**src/rtl/data_ram_pipelined_if.sv**
```systemverilog
// Request/response bundle for the MEM-stage data RAM: valid/ready requests in,
// fixed-latency responses out; init_done reports completion of the zero-fill sweep.
interface data_ram_pipelined_if #(
  parameter int DATA_W = 16
);
  logic                  req_valid;
  logic                  req_ready;
  logic                  req_re;
  logic                  req_we;
  logic [15:0]           req_addr;
  logic [DATA_W-1:0]     req_wdata;
  logic [DATA_W/8-1:0]   req_be;
  logic                  rsp_valid;
  logic [DATA_W-1:0]     rsp_data;
  logic                  init_done;

  modport master (
    output req_valid, req_re, req_we, req_addr, req_wdata, req_be,
    input  req_ready, rsp_valid, rsp_data, init_done
  );

  modport slave (
    input  req_valid, req_re, req_we, req_addr, req_wdata, req_be,
    output req_ready, rsp_valid, rsp_data, init_done
  );
endinterface

```
**src/rtl/data_ram_pipelined.sv**
```systemverilog
// Byte-enabled synchronous data RAM with zero-fill sweep after reset; responses
// leave RD_LAT cycles after accept, in order; req_ready low only during the sweep.
module data_ram_pipelined #(
  parameter int DATA_W    = 16,
  parameter int ADDR_W    = 8,
  parameter int RD_LAT    = 1,
  parameter int PASS_ADDR = 1
) (
  input  logic                clk,
  input  logic                rst,
  data_ram_pipelined_if.slave bus
);
  localparam int DEPTH = 1 << ADDR_W;
  localparam int NBYTE = DATA_W / 8;

  generate
    if (RD_LAT < 1 || RD_LAT > 4) begin : gBadLat
      $error("data_ram_pipelined: RD_LAT must be in 1..4, got %0d", RD_LAT);
    end
    if (DATA_W < 8 || (DATA_W % 8) != 0) begin : gBadWidth
      $error("data_ram_pipelined: DATA_W must be a positive multiple of 8, got %0d", DATA_W);
    end
    if (ADDR_W < 1 || ADDR_W > 16) begin : gBadAddr
      $error("data_ram_pipelined: ADDR_W must be in 1..16, got %0d", ADDR_W);
    end
  endgenerate

  typedef enum logic {INIT = 1'b0, RUN = 1'b1} state_t;

  state_t              state;
  state_t              stateNext;
  logic [ADDR_W-1:0]   initPtr;
  logic                reqReady;
  logic                initDone;

  logic [DATA_W-1:0]   mem [DEPTH];

  logic                accept;
  logic                rspIssue;
  logic [ADDR_W-1:0]   wordAddr;
  logic [DATA_W-1:0]   passData;

  logic [RD_LAT-1:0]   pipeVld;
  logic [DATA_W-1:0]   pipeDat [RD_LAT];

  always_ff @(posedge clk) begin
    if (rst) begin
      state   <= INIT;
      initPtr <= '0;
    end else begin
      state <= stateNext;
      if (state == INIT) begin
        initPtr <= initPtr + ADDR_W'(1);
      end
    end
  end

  always_comb begin
    stateNext = state;
    case (state)
      INIT:    if (&initPtr) stateNext = RUN;
      RUN:     stateNext = RUN;
      default: stateNext = INIT;
    endcase
  end

  always_comb begin
    reqReady = 1'b0;
    initDone = 1'b0;
    if (state == RUN) begin
      reqReady = 1'b1;
      initDone = 1'b1;
    end
  end

  // A request presented in the reset cycle is dropped even if the FSM still reads RUN.
  assign accept   = bus.req_valid & reqReady & ~rst;
  assign wordAddr = bus.req_addr[ADDR_W-1:0];
  assign passData = DATA_W'(bus.req_addr);
  assign rspIssue = accept & (bus.req_re | (PASS_ADDR != 0));

  always_ff @(posedge clk) begin
    if (!rst && state == INIT) begin
      mem[initPtr] <= '0;
    end else if (accept && bus.req_we) begin
      for (int i = 0; i < NBYTE; i++) begin
        if (bus.req_be[i]) begin
          mem[wordAddr][8*i +: 8] <= bus.req_wdata[8*i +: 8];
        end
      end
    end
  end

  // Stage 0 samples mem at the accept edge, so a same-edge write is not visible (read-first).
  // Each stage only loads on valid input, which keeps rsp_data stable between responses.
  always_ff @(posedge clk) begin
    if (rst) begin
      pipeVld <= '0;
      for (int s = 0; s < RD_LAT; s++) begin
        pipeDat[s] <= '0;
      end
    end else begin
      pipeVld[0] <= rspIssue;
      if (rspIssue) begin
        pipeDat[0] <= bus.req_re ? mem[wordAddr] : passData;
      end
      for (int s = 1; s < RD_LAT; s++) begin
        pipeVld[s] <= pipeVld[s-1];
        if (pipeVld[s-1]) begin
          pipeDat[s] <= pipeDat[s-1];
        end
      end
    end
  end

  assign bus.req_ready = reqReady;
  assign bus.init_done = initDone;
  assign bus.rsp_valid = pipeVld[RD_LAT-1];
  assign bus.rsp_data  = pipeDat[RD_LAT-1];
endmodule

```
**src/flat_wrapper.sv**
```systemverilog
// flat-port wrapper written by rule: the top's interface ports become plain ports
module data_ram_pipelined_flat 
#(
  parameter int DATA_W    = 16,
  parameter int ADDR_W    = 8,
  parameter int RD_LAT    = 1,
  parameter int PASS_ADDR = 1
)
  (clk, rst, bus_req_valid, bus_req_re, bus_req_we, bus_req_addr, bus_req_wdata, bus_req_be, bus_req_ready, bus_rsp_valid, bus_rsp_data, bus_init_done);
  data_ram_pipelined_if #(.DATA_W(DATA_W)) bus_i ();
  input  logic clk;
  input  logic rst;
  input wire logic [$bits(bus_i.req_valid)-1:0] bus_req_valid;
  input wire logic [$bits(bus_i.req_re)-1:0] bus_req_re;
  input wire logic [$bits(bus_i.req_we)-1:0] bus_req_we;
  input wire logic [$bits(bus_i.req_addr)-1:0] bus_req_addr;
  input wire logic [$bits(bus_i.req_wdata)-1:0] bus_req_wdata;
  input wire logic [$bits(bus_i.req_be)-1:0] bus_req_be;
  output wire logic [$bits(bus_i.req_ready)-1:0] bus_req_ready;
  output wire logic [$bits(bus_i.rsp_valid)-1:0] bus_rsp_valid;
  output wire logic [$bits(bus_i.rsp_data)-1:0] bus_rsp_data;
  output wire logic [$bits(bus_i.init_done)-1:0] bus_init_done;
  assign bus_i.req_valid = bus_req_valid;
  assign bus_i.req_re = bus_req_re;
  assign bus_i.req_we = bus_req_we;
  assign bus_i.req_addr = bus_req_addr;
  assign bus_i.req_wdata = bus_req_wdata;
  assign bus_i.req_be = bus_req_be;
  assign bus_req_ready = bus_i.req_ready;
  assign bus_rsp_valid = bus_i.rsp_valid;
  assign bus_rsp_data = bus_i.rsp_data;
  assign bus_init_done = bus_i.init_done;
  data_ram_pipelined #(.DATA_W(DATA_W), .ADDR_W(ADDR_W), .RD_LAT(RD_LAT), .PASS_ADDR(PASS_ADDR)) u_core (.clk(clk), .rst(rst), .bus(bus_i));
endmodule
```
**config.mk**
```make
export PLATFORM = sky130hd
export DESIGN_NAME = data_ram_pipelined_flat
export DESIGN_NICKNAME = d
export VERILOG_FILES = /design/src/rtl/data_ram_pipelined_if.sv /design/src/rtl/data_ram_pipelined.sv /design/src/flat_wrapper.sv
export SDC_FILE = /design/constraint.sdc
export NUM_CORES = 2
export LEC_CHECK = 0
export CAP_MARGIN = 20
export CORE_ASPECT_RATIO = 0.5
export CORE_MARGIN = 1.5
export CORE_UTILIZATION = 36
export CTS_BUF_LIST = sky130_fd_sc_hd__clkbuf_2
export CTS_CLUSTER_SIZE = 10
export DETAILED_ROUTE_END_ITERATION = 16
export PLACE_DENSITY = 0.52
export SKIP_CTS_REPAIR_TIMING = 1
export SLEW_MARGIN = 20
export SYNTH_ARGS = -nofsm -noshare
export SYNTH_HDL_FRONTEND = slang
export SYNTH_MEMORY_MAX_BITS = 65536
export SYNTH_SLANG_ARGS = --single-unit
export TNS_END_PERCENT = 5
```
**constraint.sdc**
```tcl
create_clock -name clk -period 16.3 [get_ports clk]
set_input_delay 3.26 -clock clk [delete_from_list [all_inputs] [get_ports clk]]
set_output_delay 3.26 -clock clk [all_outputs]
set_load 0.03 [all_outputs]
```
After elaboration in Yosys (flattened, before gate mapping)
Memories as Yosys holds them, arrays and structs flattened.
Index checks and enable logic that the tools add are counted.
Widths: inputs -> output; s select.
{ "word_totals": {"reg_bits": 10, "latch_bits": 0, "mem_bits_rw": 4112, "mem_bits_ro": 0, "in_bits": 39, "output_inout_bits": 19, "wordCells": 40, "n_memories": 2} }
{ "op_classes": {"addsub": 1, "n_mul": 0, "n_div": 0, "magnitude_cmp": 0, "eq_ne": 0, "shift": 0, "mux": 24, "bitwise": 4, "n_reduce_logical": 6} }
{ "memory_table": {"columns": ["name", "words", "word_bits", "read_ports", "rd_ports_with_merged_regs", "write_ports", "line", "text"], "rows": [
  ["u_core.mem", 256, 16, 1, 0, 1, "data_ram_pipelined.sv:36", "logic [DATA_W-1:0] mem [DEPTH];"],
  ["u_core.pipeDat", 1, 16, 1, 0, 1, "data_ram_pipelined.sv:44", "logic [DATA_W-1:0] pipeDat [RD_LAT];"]
]} }
{ "op_table": {"columns": ["cell", "count"], "rows": [
  ["$mux 16", 3],
  ["$reduce_or 16->1", 2],
  ["$mux 1", 18],
  ["$add 8x1->8 const B", 1],
  ["$mux 8", 1],
  ["$reduce_and 8->1", 1],
  ["$and 1x1->1", 2],
  ["$logic_and 1x1->1", 2],
  ["$mux 2", 1],
  ["$not 1->1", 2],
  ["$pmux 1 s2", 1],
  ["$logic_not 1->1", 1]
]} }

Depth between registers and ports, before layout
{ "logic_depth": {"word_depth": 9, "depth_mapped": 14, "depth_no_buf": 7} }

Least setup slack after synthesis
OpenSTA, ideal clock, no wires.
{ "synth_path": {"path_type": "input to register", "startpoint": "input port rst", "endpoint": "memory u_core.mem[0][10], data pin", "setup_time_ns": 0.870, "arrival_time_ns": 7.674, "required_ns": 15.430, "slack_ns": 7.756, "stages": 6, "path_buffers": 3, "cell_sequence": "nand3b_1 > nor2_1 > clkbuf_1 > clkbuf_1 > clkbuf_1 > and2_1"} }
{ "synth_via": {"elab_chain_cells": 8, "elab_cells_between_ends": 13, "classes_between": "mux (7); bitwise (2); reduce/logical (4)"} }
{ "synth_rtl": {"columns": ["item", "line", "text"], "rows": [
  ["start: declaration", "flat_wrapper.sv:12", "input logic rst;"],
  ["$not 1->1", "data_ram_pipelined.sv:77", "assign accept = bus.req_valid & reqReady & ~rst;"],
  ["$and 1x1->1", "data_ram_pipelined.sv:77", null],
  ["$logic_and 1x1->1", "data_ram_pipelined.sv:85", "end else if (accept && bus.req_we) begin"],
  ["$mux 1", "data_ram_pipelined.sv:85", null],
  ["$mux 1", "data_ram_pipelined.sv:83", "if (!rst && state == INIT) begin"],
  ["$mux 1 (implied by the code)", "data_ram_pipelined.sv:88", "mem[wordAddr][8*i +: 8] <= bus.req_wdata[8*i +: 8];"],
  ["$reduce_or 16->1 (no line) (*)", null, null],
  ["$mux 16 (no line) (*)", null, null],
  ["end: declaration", "data_ram_pipelined.sv:36", null]
]} }
Every way passes the cells marked *; elsewhere a longest branch is shown, timed or not.

Worst setup path after layout
{ "layout_path": {"startpoint": "memory u_core.pipeDat[0][2]", "endpoint": "output port bus_rsp_data[2]"} }
{ "layout_via": {"elab_chain_cells": 1} }
{ "layout_rtl": {"columns": ["item", "line", "text"], "rows": [
  ["start: declaration", "data_ram_pipelined.sv:44", null],
  ["$mem_v2 1x16", null, null],
  ["end: declaration", "flat_wrapper.sv:21", "output wire logic [$bits(bus_i.rsp_data)-1:0] bus_rsp_data;"]
]} }
No other way between the ends.

==> out/results.txt <==
Synth top area cells: edfxtp_1 (77%), mux4_2 (15%), nor2_1 (1.3%)
Clock-pin slew on the worst setup and hold paths: 0.12 ns
Vias/cell: 5.53
Final Wtd Congestion: 0.819
WL/cell: 31.8 um
PD cells: 106 nW/um2
Final TNS setup: 0 ns
Via count: 81.1k
DRT Pass-1 Iters: 5
Die H: 474 um
Worst path max stage delay: 0.95 ns
TritonCTS Buffers: 917
Relative slew slack: 19.5%
WP data arrival: 3.62 ns
Leakage Power: 64.2 nW
Crit start category: flop
Worst EP required: 13.04 ns
HP Class: flop to flop
DIE WIDTH: 945 um
Area leader, netlist: edfxtp_1
DP Wirelength: 279 mm
Post-synth EDFFs: 4,112
RSZ-0062 raised after global routing: false
CP cell instances: clkdlybuf4s50_1
Endpoints failing hold: 0
Crit Path Class: flop to primary output
Fin crit share: 42.2%
Synth Warn #: 0
Latest clock arrival within the worst-skew pair: 2.06 ns
MaxCap Viol Count: 0
Slew Limit Fails: 0
Post-route minimum period: 6.88 ns
Library cells used by synthesis: 62
Grt total ovfl: 0
Share of layout cells above drive strength 1: 32.4%
Seq cells post-synth: 4,122
Mapped Area: 160,000 um2
Largest family of logic cells by synthesized area: multiplexers
Root Driver: clkbuf_2
Post-synthesis mux area share: 16.4%
CTS sink count: 4,122
DR DRC count: 0
H-tree depth: 6
Filler cells: 39.7k
Post-synthesis compound-gate area fraction: 1.51%
Post-detailed-route count of antenna-violating nets: 0
Post-Synth XOR/XNOR Area: 0.0384%
Highest Clock Rate: 0.145 GHz
Worst Path Max Fanout: 2
Starting Density: 36.3%
Top FF cell, synth: edfxtp_1
Syn_area_per_cell: 21.9 um2
Final setup viols: 0
# rows: 172
Hold slack final: 0.608 ns
Worst Tran Pin Value: 1.20 ns
Area share of the largest cell type after synthesis: 77.3%
Core Region: 441,000 um2
Delay-heaviest family, CP: buffers and inverters
Run status: finished clean
Ys async rst share: 0%
Initial antenna violation count: 37
Syn nets: 7,338
Largest net degree at the start of global routing: 155
# IOs: 58
Area Overhead vs Synth: 9.74%
Clock skew: 0.148 ns
Register area share after synthesis: 77.4%
WP buf/inv: 1
CTS Buffer Depth: 4
CP endpoint kind: primary output
CTS tree: done
First-pass GRT wire length: 648 mm
Port bufs: 57
Vias in the first global route: 82.0k
Simple-gate portion of the synthesized area: 3.06%
WL final: 466 mm
Mapped Cells: 7,298
Initial drt markers: 9,769
Die area: 448,000 um2
Max VDD drop: 0.0408 mV
Slowest CP cell: clkdlybuf4s50_1
Final net count: 8,057
GRT Total Usage: 20.4%
Adder-Cell Fraction of Synth Area: 0.00783%
-- cell families (layout without fill, tap and decap cells) --
kind of cell,after synthesis,count (layout)
compound gates,340,340
xor+xnor,7,7
fa+ha+maj,1,1
buf+inv,456,1874
flops,4122,4122
mux,1248,1248
other cells,0,27
simple gates,1124,1124
-- cell usage in the layout (no fill, tap or decap), drive strengths merged, types with 7 or more instances in the layout --
| master | netlist | layout |
|---|---|---|
| nand3 | 103 | 103 |
| mux4 | 1089 | 1089 |
| clkinv | 2 | 200 |
| a22oi | 89 | 89 |
| diode | 0 | 27 |
| and2 | 39 | 39 |
| clkinvlp | 0 | 9 |
| o2111ai | 13 | 13 |
| or4 | 11 | 11 |
| nor2b | 10 | 10 |
| clkbuf | 184 | 1389 |
| inv | 4 | 22 |
| edfxtp | 4112 | 4112 |
| buf | 266 | 200 |
| nand2b | 7 | 7 |
| and3 | 16 | 16 |
| a21oi | 32 | 32 |
| a221oi | 11 | 11 |
| o32ai | 12 | 12 |
| o221ai | 7 | 7 |
| nor3 | 104 | 104 |
| dfxtp | 10 | 10 |
| nand3b | 12 | 12 |
| a211oi | 45 | 45 |
| a31oi | 8 | 8 |
| o21ai | 31 | 31 |
| o31ai | 8 | 8 |
| mux2i | 135 | 135 |
| nor2 | 564 | 564 |
| o311ai | 12 | 12 |
| or3 | 10 | 10 |
| mux2 | 24 | 24 |
| nor4 | 18 | 18 |
| nand2 | 203 | 203 |
| o22ai | 52 | 52 |
| nand4 | 21 | 21 |
| clkdlybuf4s50 | 0 | 49 |
-- cell usage after synthesis (all sizes together) (10+ instances only) --
master and number:
edfxtp 4112, mux4 1089, nor2 564, buf 266, nand2 203, clkbuf 184
mux2i 135, nor3 104, nand3 103, a22oi 89, o22ai 52, a211oi 45
and2 39, a21oi 32, o21ai 31, mux2 24, nand4 21, nor4 18
and3 16, o2111ai 13, nand3b 12, o311ai 12, o32ai 12, a221oi 11
or4 11, dfxtp 10, nor2b 10, or3 10
-- cell type report --
| type | count | area, um2 | share of cell area, % |
|---|---|---|---|
| diodes | 27 | 67.6 | 0.0385 |
| clock buffers | 1388 | 6950 | 3.96 |
| clock inverters | 230 | 1110 | 0.631 |
| inverters | 6 | 30.0 | 0.0171 |
| multi-input cells | 2720 | 33900 | 19.3 |
| flip-flops and latches | 4122 | 124000 | 70.5 |
| well taps | 5916 | 7400 | 4.22 |
| repair buffers | 250 | 2250 | 1.28 |
-- routing by layer --
metal  part of all wire (%)  GRT usage [%]
met5                  0.020              0
met1                     43           29.6
met3                    8.2           4.36
met2                     46           31.3
met4                    2.7           5.93
-- power by group --
group	internal, mW	total (mW)	switching (mW)
registers	11.5	11.5	0.00635
clock network	2.33	6.46	4.13
logic	0.199	0.633	0.434
total	14.0	18.6	4.57
-- state kept, by name, indices dropped and copies added (netlist names) --
register,count
u_core.mem,4096
u_core.pipeDat,16
u_core.bus.rsp_valid,1
u_core.initPtr,8
u_core.state,1
-- worst paths after layout --
path,from,to,slack (ns),cells after the start
setup / recovery,u_core.pipeDat[0][2]$_SDFFCE_PN0P_,bus_rsp_data[2],9.42,1
hold / removal,u_core.initPtr[1]$_SDFFE_PP0N_,u_core.initPtr[1]$_SDFFE_PP0N_,0.61,2
setup reg to reg,u_core.state$_SDFF_PP0_,u_core.mem[36][14]$_DFFE_PP_,11.13,6
hold reg to reg,u_core.initPtr[1]$_SDFFE_PP0N_,u_core.initPtr[1]$_SDFFE_PP0N_,0.61,2
-- through the flow --
step                instances  area, um2  power, mW  utilization (%)  worst slack (ns)
CTS                     14600     175000       18.7             39.8              9.11
finish                  14700     175000       18.6             39.8              9.42
global route            14600     175000       19.2             39.8              9.21
global placement        13000     167000       12.4             37.9              7.82
detailed placement      13000     167000       12.4             37.9              7.89
floorplan                7298     160000       12.1                -              7.76
No activity file was read; power rests on OpenSTA's default activity.
